File: src/rtl/aap_loader_pkg.sv
// Shared definitions for the instruction loader: FSM encoding, frame constants and field layout.
// The optional checksum trailer is enabled with the LOADER_CHECKSUM_EN macro.
package aap_loader_pkg;

  localparam logic [2:0] ST_IDLE    = 3'd0;
  localparam logic [2:0] ST_ADDR_HI = 3'd1;
  localparam logic [2:0] ST_ADDR_LO = 3'd2;
  localparam logic [2:0] ST_LEN     = 3'd3;
  localparam logic [2:0] ST_DATA    = 3'd4;
  localparam logic [2:0] ST_CSUM    = 3'd5;
  localparam logic [2:0] ST_DONE    = 3'd6;

  localparam logic [15:0] LOADER_MAGIC = 16'hAA50;

  // ADDR_LO carries address bits [15:0]; ADDR_HI supplies the bits above that.
  localparam int unsigned ADDR_LO_W = 16;
  localparam int unsigned LEN_W     = 16;

  function automatic logic [15:0] sum16(input logic [15:0] a, input logic [15:0] b);
    sum16 = a + b;
  endfunction

endpackage

File: src/rtl/loader_checksum.sv
// Modulo-2^16 running sum of frame words with synchronous clear and compare against a trailer.
module loader_checksum
  import aap_loader_pkg::*;
(
  input  logic        clock,
  input  logic        reset,
  input  logic        clear,
  input  logic        add,
  input  logic [15:0] word,
  input  logic [15:0] expected,
  output logic        match
);

  logic [15:0] sum_r;

  // Accumulator: cleared at frame start, adds each header/data word.
  always_ff @(posedge clock or negedge reset) begin
    if (!reset) begin
      sum_r <= 16'h0000;
    end else if (clear) begin
      sum_r <= 16'h0000;
    end else if (add) begin
      sum_r <= sum16(sum_r, word);
    end else begin
      sum_r <= sum_r;
    end
  end

  assign match = (sum_r == expected);

endmodule

File: src/rtl/instruction_loader.sv
// Streams framed instruction words into instruction memory while holding the core.
// Define LOADER_CHECKSUM_EN to require and verify a trailing checksum word.
module instruction_loader
  import aap_loader_pkg::*;
#(
  parameter int          ADDR_W = 20,
  parameter int          DATA_W = 16,
  parameter logic [15:0] MAGIC  = LOADER_MAGIC
) (
  input  logic              clock,
  input  logic              reset,
  input  logic [DATA_W-1:0] in_data,
  input  logic              in_valid,
  output logic              in_ready,
  output logic [ADDR_W-1:0] instruction_wr1,
  output logic [DATA_W-1:0] instruction_wr1_data,
  output logic              instruction_wr1_enable,
  output logic              core_hold,
  output logic              load_done,
  output logic              load_error
);

`ifdef LOADER_CHECKSUM_EN
  localparam logic [2:0] ST_AFTER_DATA = ST_CSUM;
`else
  localparam logic [2:0] ST_AFTER_DATA = ST_DONE;
`endif

  logic [2:0]               state_r;
  logic [2:0]               next_state_s;
  logic [ADDR_W-ADDR_LO_W-1:0] addr_hi_r;
  logic [ADDR_W-1:0]        addr_r;
  logic [LEN_W-1:0]         remain_r;
  logic [ADDR_W-1:0]        wr_addr_r;
  logic [DATA_W-1:0]        wr_data_r;
  logic                     wr_en_r;
  logic                     core_hold_r;
  logic                     load_done_r;
  logic                     load_error_r;
  logic                     xfer_s;

  assign in_ready = (state_r != ST_DONE);
  assign xfer_s   = in_valid && in_ready;

`ifdef LOADER_CHECKSUM_EN
  logic csum_clear_s;
  logic csum_add_s;
  logic csum_match_s;

  assign csum_clear_s = xfer_s && (state_r == ST_IDLE);
  assign csum_add_s   = xfer_s && ((state_r == ST_ADDR_HI) || (state_r == ST_ADDR_LO) ||
                                   (state_r == ST_LEN) || (state_r == ST_DATA));

  loader_checksum u_checksum (
    .clock    (clock),
    .reset    (reset),
    .clear    (csum_clear_s),
    .add      (csum_add_s),
    .word     (in_data[15:0]),
    .expected (in_data[15:0]),
    .match    (csum_match_s)
  );
`endif

  // Next-state logic: one state per transfer, DONE always returns to IDLE.
  always_comb begin
    next_state_s = state_r;
    case (state_r)
      ST_IDLE: begin
        if (xfer_s && (in_data[15:0] == MAGIC)) next_state_s = ST_ADDR_HI;
        else                                    next_state_s = ST_IDLE;
      end
      ST_ADDR_HI: begin
        if (xfer_s) next_state_s = ST_ADDR_LO;
        else        next_state_s = ST_ADDR_HI;
      end
      ST_ADDR_LO: begin
        if (xfer_s) next_state_s = ST_LEN;
        else        next_state_s = ST_ADDR_LO;
      end
      ST_LEN: begin
        if (xfer_s && (in_data[15:0] == 16'h0000)) next_state_s = ST_AFTER_DATA;
        else if (xfer_s)                           next_state_s = ST_DATA;
        else                                       next_state_s = ST_LEN;
      end
      ST_DATA: begin
        if (xfer_s && (remain_r == 16'd1)) next_state_s = ST_AFTER_DATA;
        else                               next_state_s = ST_DATA;
      end
`ifdef LOADER_CHECKSUM_EN
      ST_CSUM: begin
        if (xfer_s) next_state_s = ST_DONE;
        else        next_state_s = ST_CSUM;
      end
`endif
      ST_DONE: next_state_s = ST_IDLE;
      default: next_state_s = ST_IDLE;
    endcase
  end

  // Datapath and registered outputs.
  always_ff @(posedge clock or negedge reset) begin
    if (!reset) begin
      state_r      <= ST_IDLE;
      addr_hi_r    <= '0;
      addr_r       <= '0;
      remain_r     <= 16'h0000;
      wr_addr_r    <= '0;
      wr_data_r    <= '0;
      wr_en_r      <= 1'b0;
      core_hold_r  <= 1'b0;
      load_done_r  <= 1'b0;
      load_error_r <= 1'b0;
    end else begin
      state_r     <= next_state_s;
      wr_en_r     <= 1'b0;
      load_done_r <= (next_state_s == ST_DONE);
      if (next_state_s == ST_DONE) begin
        core_hold_r <= 1'b0;
      end else if (xfer_s && (state_r == ST_IDLE) && (in_data[15:0] == MAGIC)) begin
        core_hold_r <= 1'b1;
      end
      case (state_r)
        ST_IDLE: begin
          if (xfer_s && (in_data[15:0] == MAGIC)) load_error_r <= 1'b0;
        end
        ST_ADDR_HI: begin
          if (xfer_s) addr_hi_r <= in_data[ADDR_W-ADDR_LO_W-1:0];
        end
        ST_ADDR_LO: begin
          if (xfer_s) addr_r <= {addr_hi_r, in_data[ADDR_LO_W-1:0]};
        end
        ST_LEN: begin
          if (xfer_s) remain_r <= in_data[LEN_W-1:0];
        end
        ST_DATA: begin
          if (xfer_s) begin
            wr_en_r   <= 1'b1;
            wr_addr_r <= addr_r;
            wr_data_r <= in_data;
            addr_r    <= addr_r + {{(ADDR_W-1){1'b0}}, 1'b1};
            remain_r  <= remain_r - 16'd1;
            // A write at the top address followed by another word means the frame wraps.
            if ((&addr_r) && (remain_r != 16'd1)) load_error_r <= 1'b1;
          end
        end
`ifdef LOADER_CHECKSUM_EN
        ST_CSUM: begin
          if (xfer_s && !csum_match_s) load_error_r <= 1'b1;
        end
`endif
        default: begin
        end
      endcase
    end
  end

  assign instruction_wr1        = wr_addr_r;
  assign instruction_wr1_data   = wr_data_r;
  assign instruction_wr1_enable = wr_en_r;
  assign core_hold              = core_hold_r;
  assign load_done              = load_done_r;
  assign load_error             = load_error_r;

endmodule

File: config.mk
export PLATFORM = sky130hd
export DESIGN_NAME = instruction_loader
export DESIGN_NICKNAME = d
export VERILOG_FILES = /design/src/rtl/aap_loader_pkg.sv /design/src/rtl/loader_checksum.sv /design/src/rtl/instruction_loader.sv
export SDC_FILE = /design/constraint.sdc
export NUM_CORES = 1
export LEC_CHECK = 0
export BUFFER_PORTS_ARGS = -buffer_cell sky130_fd_sc_hd__buf_2
export CAP_MARGIN = 10
export CORE_MARGIN = 2
export CORE_UTILIZATION = 59
export CTS_BUF_LIST = sky130_fd_sc_hd__clkbuf_4
export CTS_CLUSTER_DIAMETER = 60
export DETAILED_ROUTE_END_ITERATION = 12
export HOLD_SLACK_MARGIN = 0.06
export PLACE_DENSITY = 0.81
export SLEW_MARGIN = 0
export SYNTH_ARGS = -nofsm -noshare
export SYNTH_HDL_FRONTEND = slang
export SYNTH_HIERARCHICAL = 1
export SYNTH_SLANG_ARGS = --single-unit
File: constraint.sdc
create_clock -name clock -period 2.32 [get_ports clock]
set_input_delay 0.464 -clock clock [delete_from_list [all_inputs] [get_ports clock]]
set_output_delay 0.464 -clock clock [all_outputs]
set_load 0.02 [all_outputs]
-- Word level (Yosys, flattened, before mapping)
Cells that the tools add are included.
- register bits after elaboration: 83
- latch bits: 0
- bits in writable memories: 0
- ROM bits: 0
- input port bits: 19
- output and inout bits: 41
- logic and storage cells: 66
- memories kept: 0
- add/sub/neg operators: 2
- multiply operators: 0
- divide/modulo/power cells: 0
- order comparisons: 0
- equal/unequal tests: 14
- shift operators: 0
- multiplexer cells: 21
- bitwise logic cells: 0
- reductions and logical operators: 19
- operators by type and width (cell ; count):
    $mux W20 ; 2
    $pmux W20 S2 ; 1
    $mux W16 ; 2
    $pmux W16 S2 ; 1
    $add A20 B1 Y20 const B ; 1
    $reduce_and A20 Y1 ; 1
    $eq A16 B1 Y1 const B ; 1
    $eq A16 B16 Y1 const B ; 1
    $logic_not A16 Y1 ; 1
    $ne A16 B1 Y1 const B ; 1
    $sub A16 B1 Y16 const B ; 1
    $pmux W3 S5 ; 1
    $mux W1 ; 9
    $ne A2 B2 Y1 const B ; 4
    $reduce_bool A2 Y1 ; 4
    $logic_and A1 B1 Y1 ; 7
    $eq A3 B2 Y1 const B ; 2
    $eq A3 B3 Y1 const B ; 2
    $mux W3 ; 2
    $reduce_and A3 Y1 ; 2
    $mux W2 ; 2
    $reduce_and A2 Y1 ; 2
    $reduce_and A4 Y1 ; 1
    $eq A3 B1 Y1 const B ; 1
    other kinds (4) ; 4

-- Depth between registers and ports, before layout
Gate-level depths: netlist of the first run.
- depth in word-level cells: 7
- gate-level depth with buffers: 8

-- Least setup slack after synthesis of the first run
No wires, ideal clock.
- path type: input to register
- start: input in_data[5]
- end: register load_error_r, in the netlist load_error
- setup time: 0.122 ns
- arrival time: 1.594 ns
- data required time: 2.198 ns
- setup slack: 0.604 ns
- stages on the path: 4
- buffers on the path: 0
- path through: or4_1 nor4_2 nand2_1 a32o_1
- longest elaborated chain between the ends: 4
- ends and longest elaborated chain (element ; RTL line ; RTL):
    start: declaration ; instruction_loader.sv:12 ; input logic [DATA_W-1:0] in_data,
    $eq A16 B16 Y1 ; instruction_loader.sv:125 ; if (xfer_s && (in_data[15:0] == MAGIC)) load_error_r <= 1'b0;
    $logic_and A1 B1 Y1 ; instruction_loader.sv:125 ;
    $ne A2 B1 Y1 (no source line) ; n/a ;
    $reduce_and A4 Y1 (no source line) ; n/a ;
    end signal: assignment ; instruction_loader.sv:113 ; load_error_r <= 1'b0;
    end signal: assignment ; instruction_loader.sv:125 ;
    end signal: assignment ; instruction_loader.sv:144 ; if ((&addr_r) && (remain_r != 16'd1)) load_error_r <= 1'b1;
    end: declaration ; instruction_loader.sv:39 ; logic load_error_r;
No other way between the ends.
A chain may end at the register's enable or synchronous reset.

-- Final worst setup path of the first run
- start: register state_r[1]
- end: register remain_r[3]
- longest elaborated chain between the ends: 4
- ends and longest elaborated chain (element ; RTL line ; RTL):
    start: declaration ; instruction_loader.sv:29 ; logic [2:0] state_r;
    start signal: assignment ; instruction_loader.sv:115 ; state_r <= next_state_s;
    $ne A3 B3 Y1 ; instruction_loader.sv:42 ; assign in_ready = (state_r != ST_DONE);
    $logic_and A1 B1 Y1 ; instruction_loader.sv:43 ; assign xfer_s = in_valid && in_ready;
    $ne A2 B2 Y1 (no source line) ; n/a ;
    $reduce_and A3 Y1 (no source line) ; n/a ;
    end signal: assignment ; instruction_loader.sv:134 ; if (xfer_s) remain_r <= in_data[LEN_W-1:0];
    end signal: assignment ; instruction_loader.sv:142 ; remain_r <= remain_r - 16'd1;
    end: declaration ; instruction_loader.sv:33 ; logic [LEN_W-1:0] remain_r;
Several ways; a longest one is shown, not always the timed one.

==> impl_summary.log, run 1 <==
[metrics] Switching Fraction: 43.8%
[metrics] Antenna Diode Count: 0
[metrics] CP Capture Type: flop
[metrics] post-synth design cell area: 4270 sq um
[metrics] Clk pin slew, worst setup/hold paths: 140 ps
[metrics] Worst-Margin Slew: 726 ps
[metrics] Resized cells post-CTS: 0
[metrics] Residual DRC: 0
[metrics] total design power: 0.00593 W
[metrics] RSZ-0062 raised after global routing: no
[metrics] synthesis-stage register bit count: 83
[metrics] Area growth syn-to-layout: 13.6%
[metrics] aggregate routed wire length: 11.1 mm
[metrics] Clock Tree Buf Depth: 2
[metrics] startpoint types: flop
[metrics] master of the slowest instance on the critical path: or3b_1
[metrics] power density normalized to cell area: 1220 nW/um^2
[metrics] first drt pass iteration count: 5
[metrics] Synth area leaders: dfrtp_1 49%, nand2_1 12%, a21oi_1 3.2%
[metrics] width of the die: 89.0 um
[metrics] via-per-instance ratio: 6.09
[metrics] Post-Place Cells: 617
[metrics] Slew Limit Headroom: 51.1%
[metrics] count of H-tree levels built during CTS: 3
[metrics] run status: completed
[metrics] most common library cell in the layout ignoring fill and taps: nand2_1
[metrics] I/O pin count: 60
[metrics] Area after DPL: 4690 sq um
[metrics] routability congestion estimate from global placement: 0.921
[metrics] Final #Nets: 555
[metrics] Post-synth EDFFs: 0
[metrics] data required time at the worst endpoint: 2640 ps
[metrics] most frequent cells in the layout: 132 x nand2_1, 83 x dfrtp_1, 58 x buf_2, 27 x a21oi_1, 22 x nor2_1
[metrics] proportion of power drawn by the clock network: 14.7%
[metrics] pin count of the biggest net entering global routing: 54
[metrics] first-pass GRT wire length: 17.8 mm
[metrics] warning count from the yosys run: 6
[metrics] Cell Rows: 30
[metrics] clk sinks: 83
[metrics] number of antenna violations at the first check in global routing: 0
[metrics] final core utilization: 70.2%
[metrics] clock latency reported for the late side of the worst-skew pair: 430 ps
[metrics] input/output buffers: 59
[metrics] gr usage total: 29.3%
[metrics] switching power of the nets: 0.00260 W
[metrics] mean routed wirelength per cell: 17.5 um
[metrics] arrival time reported for the critical path endpoint: 2330 ps
[metrics] CTS hold repair buffers: 1
[metrics] initial drt markers: 258
[metrics] number of global-route vias before repair: 3,502
[metrics] Mapped Cells: 479
[metrics] total congestion overflow after global routing: 0
[metrics] CTS tree: yes
[metrics] Avg Inst Size Synth: 8.90 sq um
[metrics] critical path peak fanout: 18
[metrics] final worst-path cycle share: 86.5%
[metrics] Worst Setup Path Type: reg2reg
[metrics] non-filler instance count after layout: 634
[metrics] Syn Nets: 501
[metrics] initial standard-cell utilization of the core: 61.8%
[metrics] root buffer selected by CTS: clkbuf_4
[metrics] fillcell total: 603
[metrics] Final Critical Period: 2010 ps
[metrics] Synth Flop Type: dfrtp_1
[metrics] area of the core: 6910 sq um
[metrics] Setup-failing EPs final: 0
[metrics] setup TNS: 0 ps
[metrics] number of pins exceeding their max-slew limit in the final report: 0
[metrics] top achievable clock speed: 498 MHz
[metrics] maximum capacitance violations: 0
[metrics] share of final-layout standard cells stronger than drive strength 1: 19.3%
[metrics] fraction of registers with async set/reset: 100%
[metrics] class of the worst hold path: in2reg
[metrics] cell type with the highest aggregate area in the netlist: dfrtp_1
[metrics] chain of cells forming the critical path: or3b_1, buf_4, nor2_1, a21oi_1, o22a_1
[metrics] Chip Height: 89.0 um
[metrics] portion of total power attributed to combinational logic: 41.0%
[metrics] ANT nets after route: 0
[metrics] HPWL after detailed placement: 7.86 mm
[metrics] Max rail drop VDD: 0.697 mV
[metrics] Inserted Clock Buffers: 9
[metrics] clk_skew: 12.2 ps
[metrics] fraction of the yosys area taken by sequential cells: 48.7%
[metrics] footprint of the flip-flops and latches: 2080 sq um
[metrics] Leak: 2.37 nW
[metrics] Largest stage delay, worst path: 640 ps
[metrics] Die Footprint: 7930 sq um
[metrics] endpoints failing hold: 0
[metrics] post-synth top area share: 48.7%
[metrics] relative contribution of sequential cells to total power: 44.3%
[metrics] number of post-CTS setup repair buffers: 0
[metrics] post-synth cell types: 57
[metrics] vias after detailed routing: 3,863
[metrics] Internal Pwr Total: 0.00333 W
[metrics] final standard cell area without fillers: 4850 sq um
[metrics] multi-input combinational cell area: 2010 sq um
[path summary, 6_finish.rpt]
check                      slack (ps)  depth (start not counted)                              endpoint                       startpoint
min in group asynchronous         530                          2        instruction_wr1[5]$_DFFE_PN0P_                            reset
max in group asynchronous        1160                          3  instruction_wr1_data[13]$_DFFE_PN0P_                            reset
min reg2reg                       490                          2       instruction_wr1[16]$_DFFE_PN0P_  instruction_wr1[16]$_DFFE_PN0P_
max reg2reg                       310                          5               remain_r[3]$_DFFE_PN0P_             state_r[1]$_DFF_PN0_
max                               310                          5               remain_r[3]$_DFFE_PN0P_             state_r[1]$_DFF_PN0_
min                               250                          3   instruction_wr1_data[7]$_DFFE_PN0P_                       in_data[7]
[cells in the mapped netlist (2+ instances only)]
cell       instances
dfrtp_1           83
nand2_1          132
or3_1              2
and2_1             2
a21oi_1           27
a211oi_1           5
nand4b_1           4
nand2b_1           4
o22ai_1            4
nor2_1            22
buf_6              2
a2bb2oi_1          4
or4_1              4
ha_1               3
o2bb2ai_1          4
buf_2             14
o32ai_1            2
nor3b_1            5
and4_1             5
o211ai_1           3
a22oi_1            3
a311oi_1           6
nand3_1           13
inv_1              7
nand4_1            9
nor4_1             8
mux2i_1            3
nor4_2             3
o22a_1             7
mux2_2             6
clkbuf_1          16
o21ai_0           16
a31oi_1            6
nand3b_1           2
and3_1             7
nor3_1            12
a41oi_1            3
nor2b_1            2
[metrics by stage]
step,hold slack [ps],setup WS [ps]
finish,247,313
global route,262,173
CTS,246,361
detailed placement,458,252
global placement,452,343
floorplan,168,604
[layout make-up]
cell class	instances	area share, %
sequential	83	42.8
multi-input combinational	355	41.5
timing repair buffer	76	9.60
tap	96	2.48
clock inverter	7	1.55
clock buffer	9	1.39
inverter	8	0.620
[critical path: cells and delay by family (launching register included)]
kind,cells,cell delay [ps]
compound gates,2,280
simple gates,2,800
buf+inv,1,290
flops,1,530
[power groups by stage]
stage	clock network [W]	logic [W]	registers, W
2_1_floorplan	0	0.00149	0.00278
3_3_place_gp	0	0.00237	0.00261
3_5_place_dp	0	0.00242	0.00264
4_1_cts	0.000880	0.00243	0.00261
5_1_grt	0.000949	0.00271	0.00272
6_report	0.000873	0.00243	0.00263
[registers in the layout, summed over array words and instances (netlist names), 3 cells and up]
register / flops
addr_r: 20
instruction_wr1: 20
remain_r: 16
addr_hi_r: 4
instruction_wr1_data: 16
state_r: 3
[routing by layer]
metal / wire length (um) / GRT usage [%] / share of wire (%) / vias up
li1: - / - / - / 1832
met1: 4800 / 41.0 / 43 / 1825
met2: 5170 / 46.7 / 47 / 174
met3: 780 / 3.79 / 7.0 / 32
met4: 357 / 11.7 / 3.2 / 0
met5: 0 / 0 / 0 / -
[cells by family (layout without fill, tap and decap cells)]
family	Yosys count	count (layout)	synth area share, %
buf+inv	41	100	4.37
fa+ha+maj	3	3	0.880
flops	83	83	48.7
mux	9	9	2.29
compound gates	100	100	15.8
xor+xnor	1	1	0.205
simple gates	242	242	27.8
Note: power is estimated with default switching activity, not from simulation.
==> run 2, diff against run 1 <==
--- a/config.mk
+++ b/config.mk
@@ -13,6 +13,7 @@
 export CTS_CLUSTER_DIAMETER = 60
 export DETAILED_ROUTE_END_ITERATION = 12
 export HOLD_SLACK_MARGIN = 0.06
+export MAX_ROUTING_LAYER = met4
 export PLACE_DENSITY = 0.81
 export SLEW_MARGIN = 0
 export SYNTH_ARGS = -nofsm -noshare
==> constraint.sdc (replaced) <==
create_clock -name clock -period 2 [get_ports clock]
set_input_delay 0.4 -clock clock [delete_from_list [all_inputs] [get_ports clock]]
set_output_delay 0.4 -clock clock [all_outputs]
set_load 0.02 [all_outputs]
==> run 2 against run 1 <==
  * First-iteration DRC count grew 68%
  * Cell count increased by 1.9%
  * Die area is the same
  * Global-route usage up 1.3 points
  * Clock-buffer cell count unchanged
  * Critical path type is now reg2out
  * Largest power group unchanged
==> impl_summary.log, run 2 (synthesis gave the netlist of run 1 again) <==
[metrics] run status: completed (unchanged)
[metrics] number of global-route vias before repair: 3,604 (was 3,502)
[metrics] root buffer selected by CTS: clkbuf_4 (unchanged)
[metrics] reg-to-reg setup timing slack: 90 ps (was 310 ps)
[metrics] worst setup path endpoint: in_ready (was remain_r[3]$_DFFE_PN0P_)
[metrics] ANT nets after route: 0 (unchanged)
[metrics] share of final-layout standard cells stronger than drive strength 1: 21.6% (was 19.3%)
[metrics] endpoints failing hold: 0 (unchanged)
[metrics] Worst Setup Path Type: reg2out (was reg2reg)
[metrics] first-pass GRT wire length: 17.7 mm (was 17.8 mm)
[metrics] critical path peak fanout: 8 (was 18)
[metrics] CP Capture Type: output pin (was flop)
[metrics] proportion of power drawn by the clock network: 12.8% (was 14.7%)
[metrics] Final Critical Period: 1930 ps
[metrics] count of buffering cells on the critical path with inverters included: 2 (was 1)
[metrics] arrival time reported for the critical path endpoint: 1530 ps (was 2330 ps)
[metrics] Switching Fraction: 44.8% (was 43.8%)
[metrics] total congestion overflow after global routing: 0 (unchanged)
[metrics] multi-input combinational cell area: 2020 sq um (was 2010 sq um)
[metrics] startpoint types: flop (unchanged)
[metrics] HPWL after detailed placement: 8.06 mm (was 7.86 mm)
[metrics] Reg-to-Reg End: addr_r[13]$_DFFE_PN0P_ (was remain_r[3]$_DFFE_PN0P_)
[metrics] clock latency reported for the late side of the worst-skew pair: 480 ps (was 430 ps)
[metrics] class of the worst hold path: in2reg (unchanged)
[metrics] chain of cells forming the critical path: buf_4, nor2b_2, nand2_1, buf_2 (was or3b_1, buf_4, nor2_1, a21oi_1, o22a_1)
[metrics] most congested layer reported by global routing: met2 (unchanged)
[metrics] RSZ-0062 raised after global routing: no (unchanged)
[metrics] routability congestion estimate from global placement: 0.984 (was 0.921)
[metrics] beginning of the worst register-to-register path: state_r[2]$_DFF_PN0_ (was state_r[1]$_DFF_PN0_)
[metrics] CP Depth: 4 (was 5)
[metrics] Cell Rows: 30 (unchanged)
[metrics] mean routed wirelength per cell: 17.6 um (was 17.5 um)
[metrics] Clk pin slew, worst setup/hold paths: 150 ps (was 140 ps)
[metrics] met3 Resource Use GR: 5.82% (was 3.79%)
[metrics] top achievable clock speed: 519 MHz
[metrics] vias after detailed routing: 3,978 (was 3,863)
[metrics] I/O pin count: 60 (unchanged)
[metrics] aggregate routed wire length: 11.4 mm (was 11.1 mm)
[metrics] initial drt markers: 434 (was 258)
[metrics] portion of total power attributed to combinational logic: 43.3% (was 41.0%)
[metrics] Residual DRC: 0 (unchanged)
[metrics] cell depth of the worst min-delay path: 3 (unchanged)
[metrics] area of the core: 6910 sq um (unchanged)
[metrics] number of pins exceeding their max-slew limit in the final report: 0 (unchanged)
[metrics] footprint of the flip-flops and latches: 2080 sq um (unchanged)
[metrics] data required time at the worst endpoint: 1600 ps (was 2640 ps)
[metrics] count of H-tree levels built during CTS: 3 (unchanged)
[metrics] CTS tree: yes (unchanged)
[metrics] Internal Pwr Total: 0.00383 W (was 0.00333 W)
[metrics] number of antenna violations at the first check in global routing: 0 (unchanged)
[metrics] width of the die: 89.0 um (unchanged)
[metrics] Leak: 2.40 nW (was 2.37 nW)
[metrics] most common library cell in the layout ignoring fill and taps: nand2_1 (unchanged)
[metrics] Antenna Diode Count: 0 (unchanged)
[metrics] Inserted Clock Buffers: 9 (unchanged)
[metrics] final worst-path cycle share: 96.3%
[metrics] Max rail drop VDD: 0.867 mV (was 0.697 mV)
[metrics] Final #Nets: 567 (was 555)
[metrics] Worst Hold Slack: 130 ps (was 247 ps)
[metrics] fillcell total: 595 (was 603)
[metrics] Slew Limit Headroom: 56.9% (was 51.1%)
[metrics] master of the slowest instance on the critical path: dfrtp_1 (was or3b_1)
[metrics] met2 routing resource usage after global routing: 46.7% (unchanged)
[metrics] worst setup path startpoint: state_r[0]$_DFF_PN0_ (was state_r[1]$_DFF_PN0_)
[metrics] relative contribution of sequential cells to total power: 43.9% (was 44.3%)
[metrics] top cell family by delay on the critical path: flip-flops (was simple AND/OR/NAND/NOR gates)
[metrics] first drt pass iteration count: 7 (was 5)
[metrics] input/output buffers: 59 (unchanged)
[metrics] gr usage total: 30.6% (was 29.3%)
[metrics] Worst-Margin Slew: 646 ps (was 726 ps)
[metrics] Largest stage delay, worst path: 470 ps (was 640 ps)
[metrics] clk_skew: 21.2 ps (was 12.2 ps)
[metrics] Die Footprint: 7930 sq um (unchanged)
[metrics] via-per-instance ratio: 6.16 (was 6.09)
[metrics] clk sinks: 83 (unchanged)
[metrics] maximum capacitance violations: 0 (unchanged)
[metrics] worst-case reg-to-reg path depth: 5 (unchanged)
[metrics] Area growth syn-to-layout: 15.2% (was 13.6%)
[metrics] Setup-failing EPs final: 0 (unchanged)
[metrics] switching power of the nets: 0.00311 W (was 0.00260 W)
[metrics] initial standard-cell utilization of the core: 61.8% (unchanged)
[metrics] most frequent cells in the layout: 132 x nand2_1, 83 x dfrtp_1, 58 x buf_2, 27 x a21oi_1, 27 x buf_4 (was 132 x nand2_1, 83 x dfrtp_1, 58 x buf_2, 27 x a21oi_1, 22 x nor2_1)
[metrics] Chip Height: 89.0 um (unchanged)
[metrics] pin count of the biggest net entering global routing: 51 (was 54)
[metrics] GR Util met1: 40.1% (was 41.0%)
[metrics] power density normalized to cell area: 1410 nW/um^2 (was 1220 nW/um^2)
[metrics] setup TNS: 0 ps (unchanged)
[metrics] Clock Tree Buf Depth: 2 (unchanged)
==> run 2: cell count changes in the layout (fill, tap and decap cells not counted), sizes merged <==
cell,before,now
buf,75,87
clkinvlp,0,3
inv,11,10
clkinv,3,2
bufinv,1,0
==> run 2: power groups by stage <==
| stage | registers [W] | logic (W) | clock network [W] |
|---|---|---|---|
| CTS | 0.00302 | 0.00298 | 0.000884 |
| finish | 0.00305 | 0.00300 | 0.000885 |
| detailed placement | 0.00305 | 0.00296 | 0 |
| global placement | 0.00301 | 0.00287 | 0 |
| floorplan | 0.00322 | 0.00173 | 0 |
| global route | 0.00313 | 0.00332 | 0.000947 |
==> run 2: tightest hold or removal path, stage by stage <==
cell	delay [ps]
buf_2	100
nand2_1	50
nand2_1	50
==> run 2: cell type report <==
class / count / share of cell area (%)
inverter: 8 / 0.611
tap: 96 / 2.45
multi-input combinational: 355 / 41.2
clock inverter: 7 / 1.07
clock buffer: 9 / 1.38
timing repair buffer: 88 / 11.1
sequential: 83 / 42.3
==> run 2: worst min path at each step <==
stage                           from                             endpoint  slack [ps]
after floorplan                reset             addr_hi_r[0]$_DFFE_PN0P_         100
final                     in_data[7]  instruction_wr1_data[7]$_DFFE_PN0P_         130
after CTS                 in_data[7]  instruction_wr1_data[7]$_DFFE_PN0P_         150
after global routing      in_data[7]  instruction_wr1_data[7]$_DFFE_PN0P_         170
after global placement         reset       instruction_wr1[4]$_DFFE_PN0P_         400
after detailed placement       reset       instruction_wr1[1]$_DFFE_PN0P_         410
==> run 2: per-layer routing <==
layer / vias to the layer above / share of wire (%)
li1: 1848 / -
met3: 43 / 8.4
met4: 0 / 3.5
met2: 223 / 46
met5: - / 0
met1: 1864 / 42
==> run 2: repair_timing <==
action | 4_1_cts | 5_1_grt
buffers inserted | 0 | 0
gates resized for setup | 0 | 2
hold buffers | 1 | 0
endpoints found under the hold margin | 39 | 0
setup endpoints to repair | 0 | 2
==> run 2: stage by stage <==
step	instance area [sq um]	power (W)	instances	utilization (%)	setup slack (ps)
4_1_cts	4900	0.00687	646	71.0	47.0
6_report	4910	0.00693	646	71.1	74.6
3_5_place_dp	4770	0.00601	629	69.1	78.8
2_1_floorplan	4270	0.00495	479	-	291
5_1_grt	4910	0.00740	646	71.1	11.0
3_3_place_gp	4770	0.00588	629	69.1	140
